<file path="src/rtl/alu_pkg.sv">
// Shared definitions for the LEGv8 execute-stage ALU: op encoding, FSM states
// and the NZCV flag bundle.
package alu_pkg;

  localparam logic [2:0] OP_AND = 3'b000;
  localparam logic [2:0] OP_OR  = 3'b001;
  localparam logic [2:0] OP_ADD = 3'b010;
  localparam logic [2:0] OP_XOR = 3'b011;
  localparam logic [2:0] OP_LSL = 3'b100;
  localparam logic [2:0] OP_LSR = 3'b101;

  localparam logic [1:0] ST_IDLE  = 2'd0;
  localparam logic [1:0] ST_SHIFT = 2'd1;
  localparam logic [1:0] ST_HOLD  = 2'd2;

  typedef struct packed {
    logic n;
    logic z;
    logic c;
    logic v;
  } nzcv_t;

  function automatic logic is_shift_op(input logic [2:0] op);
    return (op == OP_LSL) || (op == OP_LSR);
  endfunction

endpackage

</file>
<file path="src/rtl/alu_exec_unit_serial_shifter.sv">
// Bit-serial logical shifter: one bit per cycle, counting down the shift amount.
// data_out is the value after the current cycle's shift, so the final step can be committed directly.
module serial_shifter #(
  parameter int N   = 64,
  parameter int SHW = 6
) (
  input  logic           clock,
  input  logic           reset,
  input  logic           load,
  input  logic           shift_en,
  input  logic           dir,
  input  logic [SHW-1:0] shamt,
  input  logic [N-1:0]   data_in,
  output logic [N-1:0]   data_out,
  output logic           done
);

  logic [N-1:0]   shift_q;
  logic [SHW-1:0] count_q;
  logic           dir_q;

  // Direction is latched at load because op may change while shifting (dir=1 is right).
  always_ff @(posedge clock or negedge reset) begin
    if (!reset) begin
      shift_q <= '0;
      count_q <= '0;
      dir_q   <= 1'b0;
    end else if (load) begin
      shift_q <= data_in;
      count_q <= shamt;
      dir_q   <= dir;
    end else if (shift_en && (count_q != '0)) begin
      shift_q <= data_out;
      count_q <= count_q - SHW'(1);
    end
  end

  assign data_out = dir_q ? (shift_q >> 1) : (shift_q << 1);
  assign done     = shift_en && (count_q == SHW'(1));

endmodule

</file>
<file path="src/rtl/alu_exec_unit.sv">
// Execute-stage ALU: single-cycle AND/OR/ADD/XOR, serial LSL/LSR, with
// registered result and NZCV flags presented behind a valid/ready handshake.
module alu_exec_unit
  import alu_pkg::*;
#(
  parameter int N   = 64,
  parameter int SHW = 6
) (
  input  logic           clock,
  input  logic           reset,
  input  logic           in_valid,
  output logic           in_ready,
  input  logic [2:0]     op,
  input  logic [N-1:0]   a,
  input  logic [N-1:0]   b,
  input  logic [SHW-1:0] shamt,
  output logic           out_valid,
  input  logic           out_ready,
  output logic [N-1:0]   result,
  output logic           flag_n,
  output logic           flag_z,
  output logic           flag_c,
  output logic           flag_v,
  output logic           busy
);

  logic [1:0]   state_q;
  logic [1:0]   state_d;
  logic         accept;
  logic         start_shift;
  logic [N:0]   sum_ext;
  logic [N-1:0] alu_res;
  nzcv_t        alu_flags;
  logic [N-1:0] shift_data;
  logic         shift_done;
  logic [N-1:0] result_q;
  nzcv_t        flags_q;

  // Gated by reset so nothing is handed over while the unit is held in reset.
  assign in_ready    = reset && ((state_q == ST_IDLE) || ((state_q == ST_HOLD) && out_ready));
  assign accept      = in_valid && in_ready;
  assign start_shift = accept && is_shift_op(op) && (shamt != '0);
  assign sum_ext     = {1'b0, a} + {1'b0, b};

  always_comb begin
    alu_res   = '0;
    alu_flags = '0;
    case (op)
      OP_AND: alu_res = a & b;
      OP_OR:  alu_res = a | b;
      OP_ADD: begin
        alu_res     = sum_ext[N-1:0];
        alu_flags.c = sum_ext[N];
        alu_flags.v = (a[N-1] == b[N-1]) && (sum_ext[N-1] != a[N-1]);
      end
      OP_XOR: alu_res = a ^ b;
      OP_LSL,
      OP_LSR: alu_res = a;
      default: alu_res = '0;
    endcase
    alu_flags.n = alu_res[N-1];
    alu_flags.z = (alu_res == '0);
  end

  serial_shifter #(
    .N   (N),
    .SHW (SHW)
  ) u_shifter (
    .clock    (clock),
    .reset    (reset),
    .load     (start_shift),
    .shift_en (state_q == ST_SHIFT),
    .dir      (op == OP_LSR),
    .shamt    (shamt),
    .data_in  (a),
    .data_out (shift_data),
    .done     (shift_done)
  );

  // An accept in HOLD is treated exactly like one from IDLE, giving bubble-free back-to-back results.
  always_comb begin
    state_d = state_q;
    if (accept) begin
      state_d = start_shift ? ST_SHIFT : ST_HOLD;
    end else begin
      case (state_q)
        ST_IDLE:  state_d = ST_IDLE;
        ST_SHIFT: if (shift_done) state_d = ST_HOLD;
        ST_HOLD:  if (out_ready) state_d = ST_IDLE;
        default:  state_d = ST_IDLE;
      endcase
    end
  end

  always_ff @(posedge clock or negedge reset) begin
    if (!reset) begin
      state_q <= ST_IDLE;
    end else begin
      state_q <= state_d;
    end
  end

  always_ff @(posedge clock or negedge reset) begin
    if (!reset) begin
      result_q <= '0;
      flags_q  <= '0;
    end else if (accept && !start_shift) begin
      result_q <= alu_res;
      flags_q  <= alu_flags;
    end else if (shift_done) begin
      result_q  <= shift_data;
      flags_q.n <= shift_data[N-1];
      flags_q.z <= (shift_data == '0);
      flags_q.c <= 1'b0;
      flags_q.v <= 1'b0;
    end
  end

  assign out_valid = (state_q == ST_HOLD);
  assign busy      = (state_q == ST_SHIFT);
  assign result    = result_q;
  assign flag_n    = flags_q.n;
  assign flag_z    = flags_q.z;
  assign flag_c    = flags_q.c;
  assign flag_v    = flags_q.v;

endmodule

</file>
<file path="config.mk">
export PLATFORM = sky130hd
export DESIGN_NAME = alu_exec_unit
export DESIGN_NICKNAME = d
export VERILOG_FILES = /design/src/rtl/alu_pkg.sv /design/src/rtl/alu_exec_unit_serial_shifter.sv /design/src/rtl/alu_exec_unit.sv
export SDC_FILE = /design/constraint.sdc
export NUM_CORES = 1
export LEC_CHECK = 0
export CELL_PAD_IN_SITES_DETAIL_PLACEMENT = 0
export CELL_PAD_IN_SITES_GLOBAL_PLACEMENT = 1
export CORE_MARGIN = 4
export CORE_UTILIZATION = 45
export DETAILED_ROUTE_END_ITERATION = 8
export PLACE_DENSITY_LB_ADDON = 0.12
export SYNTH_ARGS = -nofsm -noshare
export SYNTH_HDL_FRONTEND = slang
export SYNTH_SLANG_ARGS = --single-unit
</file>
<file path="constraint.sdc">
create_clock -name clock -period 6.1 [get_ports clock]
set_clock_uncertainty 0.1 [all_clocks]
set_input_delay 0.61 -clock clock [delete_from_list [all_inputs] [get_ports clock]]
set_output_delay 0.61 -clock clock [all_outputs]
set_load 0.02 [all_outputs]
</file>
**Yosys cells after proc, flatten, opt, wreduce, memory -nomap -nowiden**

Cells that the tools add are included.

- Word-level logic and storage cells: 64
- Bits of input ports: 141
- Register bits after elaboration: 141
- Output and inout bits: 71

- Bitwise gates (word level): 3
- Equality and inequality tests: 12
- Add/sub/neg operators: 2
- Reduce and logical (&&, ||, !) cells: 22
- Mux-type cells: 16

Operators by type and width:

| operator | number |
|---|---|
| $mux W64 | 5 |
| $pmux W64 S5 | 1 |
| $logic_not A64 Y1 | 2 |
| $add A64 B64 Y65 | 1 |
| $and A64 B64 Y64 | 1 |
| $or A64 B64 Y64 | 1 |
| $xor A64 B64 Y64 | 1 |
| $mux W6 | 2 |
| $reduce_bool A6 Y1 | 2 |
| $mux W2 | 5 |
| $logic_and A1 B1 Y1 | 9 |
| $mux W4 | 2 |
| $eq A3 B2 Y1 const B | 2 |
| $eq A3 B3 Y1 const B | 2 |
| $eq A6 B1 Y1 const B | 1 |
| $sub A6 B1 Y6 const B | 1 |
| $pmux W2 S2 | 1 |
| $reduce_bool A2 Y1 | 2 |
| $eq A3 B1 Y1 const B | 1 |
| $logic_not A3 Y1 | 1 |
| $ne A3 B1 Y1 const B | 1 |
| $ne A3 B3 Y1 const B | 1 |
| $eq A2 B1 Y1 const B | 1 |
| $eq A2 B2 Y1 const B | 1 |
| 7 further kinds | 8 |

**Depth between registers and ports, before layout**

- Depth in word-level cells: 10
- Gate-level depth with buffers: 16
- Gate-level depth less buffers: 16

**Hierarchy**

From an unflattened synthesis, not the netlist that was laid out.

- Cell total of the unflattened synthesis: 2166
- Area total of the unflattened synthesis: 16143.0 um^2

By module, submodules not included:

| module | area each (um^2) | cells an instance | sequential area each (um^2) | instances |
|---|---|---|---|---|
| alu_exec_unit | 11016.8 | 1592 | 1726.7 | 1 |
| serial_shifter | 5126.2 | 574 | 1776.7 | 1 |

**Worst setup path after synthesis**

OpenSTA, ideal clock, no wires.

- Path type: input port to flip-flop
- Start: input port a[0]
- End: register flags_q (netlist bit flag_z)
- Required time: 5.897 ns
- Setup time: 0.103 ns
- Data arrival time: 3.851 ns
- Slack: 2.046 ns
- Stages on the path: 16
- Buffers on the path: 0
- Path through: ha_1 inv_1 fa_1 nand2b_1 a21oi_1 a21boi_2 o31ai_4 a21boi_2 a21o_1 a31o_1 a211oi_1 nand4_1 or4_1 nor3_1 nand4_1 o41ai_2

- Longest elaborated chain between the ends: 4
- Elaborated cells on any way between the ends: 7
- Classes of those cells: 1 x add/sub; 2 x mux; 3 x bitwise; 1 x reduce/logical

Ends and longest elaborated chain:

| item | RTL line | text |
|---|---|---|
| start: declaration | alu_exec_unit.sv:14 | `input logic [N-1:0] a,` |
| $add A64 B64 Y65, or another cell as far along | alu_exec_unit.sv:43 | `assign sum_ext = {1'b0, a} + {1'b0, b};` |
| $pmux W64 S5 * | alu_exec_unit.sv:48 | `case (op)` |
| $logic_not A64 Y1 * | alu_exec_unit.sv:62 | `alu_flags.z = (alu_res == '0);` |
| $mux W4 * | alu_exec_unit.sv:107 | `end else if (accept && !start_shift) begin` |
| end signal: assignment | alu_exec_unit.sv:109 | `flags_q <= alu_flags;` |
| end: declaration | alu_exec_unit.sv:37 | `nzcv_t flags_q;` |

Every way passes the cells marked *; elsewhere a longest branch is shown, timed or not.
A chain may end at the register's enable or synchronous reset.

**Worst setup path after layout**

Same ends and word-level chain as after synthesis.

==> flow_summary.json <==
{
  "status": "finished, final reports clean",
  "drc_errors": 0,
  "wl_um": 61100,
  "avgSynthCellArea_sq_um": 7.69,
  "r2r-end": "flag_z",
  "insertion_delay_ns": 0.44,
  "path_class": "in -> reg",
  "cap_viol_max_count": 0,
  "hold_depth": 2,
  "pre_cts_ws_ns": 0.473,
  "cts_buffers": 17,
  "ys_warn_count": 0,
  "path_clk_slew_ns": 0.07,
  "synth-seq-area-share_pct": 24.0,
  "hp-class": "reg -> reg",
  "avgRoutedWirePerCell_um": 24.6,
  "fillers": 3089,
  "rr_startpoint": "state_q[1]",
  "dp_hpwl_um": 46600,
  "clock_sinks": 140,
  "tns_ns": 0,
  "core_area_sq_um": 31800,
  "dp.cells": 2446,
  "utilization_pct": 54.9,
  "setup_viol": 0,
  "crit_fanout": 5,
  "syn2layout_area_growth_pct": 19.4,
  "syn_nets": 2175,
  "grt_overflow": 0,
  "grt_first_pass_wirelength_um": 91200,
  "grt_max_degree": 72,
  "grt_pass1_vias": 14900,
  "drive_gt1_share_pct": 6.07,
  "nNetsFinal": 2304,
  "vias_per_cell": 6.44,
  "vias": 16000,
  "reg2reg_depth": 13,
  "synth_area_sq_um": 14600,
  "netlist-cell-type-count": 94,
  "report.power.total_mw": 5.91,
  "post_cts_buffers": 0,
  "fin_hold_ws_ns": 0.405,
  "die_height_um": 188,
  "p_per_area_nw_per_um2": 338,
  "cts_buffer_depth": 2,
  "leakage_nw": 7.50,
  "final_common_cell": "nor2_1",
  "synth_flop_cell": "dfrtp_1",
  "grt_setup_unrepaired": "no",
  "ctsResizeCount": 0,
  "rows": 65,
  "holdPathEnd": "flag_v",
  "rrSetupSlack_ns": 2.20,
  "routabilityCongestion": 0.991,
  "crit_path_end_kind": "flop",
  "fmax_ghz": 0.190,
  "setup_slack_ns": 0.830,
  "fin_crit_ns": 5.27,
  "slew_violations": 0,
  "grtUsageTotal_pct": 32.9,
  "cts.htree.levels": 4,
  "io_pins": 212,
  "layout_common_cells": "nor2_1 (210), clkdlybuf4s50_1 (207), nand2_1 (177)",
  "ir_drop_mv": 0.252,
  "ys_ff_latch": 140,
  "crit_required_ns": 6.33,
  "slew_headroom_pct": 38.1,
  "initial_utilization_pct": 46.0,
  "drt_iter0_markers": 1886,
  "async_flop_share_pct": 100,
  "crit_arrival_ns": 5.50,
  "fp.dieW_um": 188,
  "port_buffers": 211,
  "worstMarginPinSlew_ns": 0.926,
  "cts_hold_buf": 1,
  "drtPass1Iterations": 6,
  "fin_crit_sh_pct": 86.4,
  "dpl_cell_area_sq_um": 16900,
  "grt_antenna_before_repair": 1,
  "hold_viol_final": 0,
  "antenna_cells": 0,
  "route.antenna.remaining_nets": 0,
  "worstHoldStart": "flag_v",
  "dieArea_sq_um": 35400,
  "cp-start-kind": "primary input",
  "fin_cells": 2479,
  "cts_tree": "yes",
  "cts_root_buf": "clkbuf_16",
  "final_area_sq_um": 17500,
  "synth_edf_count": 0,
  "synth_cells": 1902
}
==> registers in the layout, indices dropped and copies added (netlist names) <==
signal / count
flag_c: 1
flag_v: 1
flag_z: 1
result: 64
state_q: 2
u_shifter.count_q: 6
u_shifter.dir_q: 1
u_shifter.shift_q: 64
==> layout make-up <==
cell class | count | area (sq um) | share of cell area, %
clock inverters | 15 | 151 | 0.867
inverters | 147 | 553 | 3.17
clock buffers | 17 | 425 | 2.44
flip-flops and latches | 140 | 3510 | 20.1
repair buffers | 243 | 2340 | 13.4
well taps | 435 | 544 | 3.12
multi-input cells | 1482 | 9940 | 56.9
==> worst max-delay path by stage <==
stage          startpoint      to
2_1_floorplan        a[0]  flag_z
3_3_place_gp         a[0]  flag_z
3_5_place_dp         a[0]  flag_z
4_1_cts              a[0]  flag_z
5_1_grt              a[0]  flag_z
6_report             a[0]  flag_z
==> critical path, cell delays in order <==
cell	delay [ns]
clkdlybuf4s50_1	0.53
ha_1	0.28
inv_1	0.11
fa_1	0.41
nand2b_1	0.18
a21oi_1	0.31
a21boi_2	0.16
o31ai_4	0.42
a21boi_2	0.19
a21o_1	0.23
a31o_1	0.21
a211oi_1	0.54
nand4_1	0.21
or4_1	0.55
nor3_1	0.22
nand4_1	0.15
o41ai_2	0.21
==> report_power, final <==
group / internal, mW / switching [mW] / total (mW)
clock network: 0.544 / 0.497 / 1.04
registers: 1.33 / 0.431 / 1.76
logic: 1.29 / 1.81 / 3.10
==> cell families after synthesis <==
family	synth area share [%]
AO/OA/AOI/OAI	30.8
XOR/XNOR	2.75
adder cells (fa/ha/maj)	11.3
buffers and inverters	8.36
flip-flops	24.0
multiplexers	4.75
AND/OR/NAND/NOR	18.0
==> cells in the mapped netlist, types with 7 or more instances <==
master,count,area (sq um)
buf_2,11,55.1
nor2b_1,12,75.1
dfrtp_1,140,3500
o22ai_1,11,68.8
o21a_1,12,90.1
ha_1,131,1640
a31oi_1,12,75.1
a221oi_1,8,70.1
a221o_1,73,731
or4_1,7,52.6
nand4_1,39,244
o211ai_1,52,390
o21ai_1,7,35.0
or3_1,9,56.3
a22oi_1,11,82.6
nor3_1,26,130
and3_1,13,81.3
mux2i_1,66,661
nor4_1,11,68.8
a211oi_1,53,398
inv_1,145,544
nand3_1,29,145
buf_4,7,52.6
buf_1,15,56.3
nor2_1,214,803
a21oi_1,166,831
o21ai_0,136,681
o21bai_1,13,97.6
xor2_1,19,166
a21o_1,26,195
xnor2_1,27,236
clkbuf_1,85,319
nand2_1,179,672
clkbuf_8,9,124
==> layer usage <==
| layer | up-vias | GRT usage [%] | share of wire (%) |
|---|---|---|---|
| met1 | 7645 | 47.7 | 43 |
| li1 | 7211 | - | - |
| met2 | 975 | 48.8 | 43 |
| met5 | - | 0 | 0.021 |
| met3 | 143 | 6.52 | 10 |
| met4 | 2 | 11.7 | 3.7 |
Power figures use the tool's default switching activity.
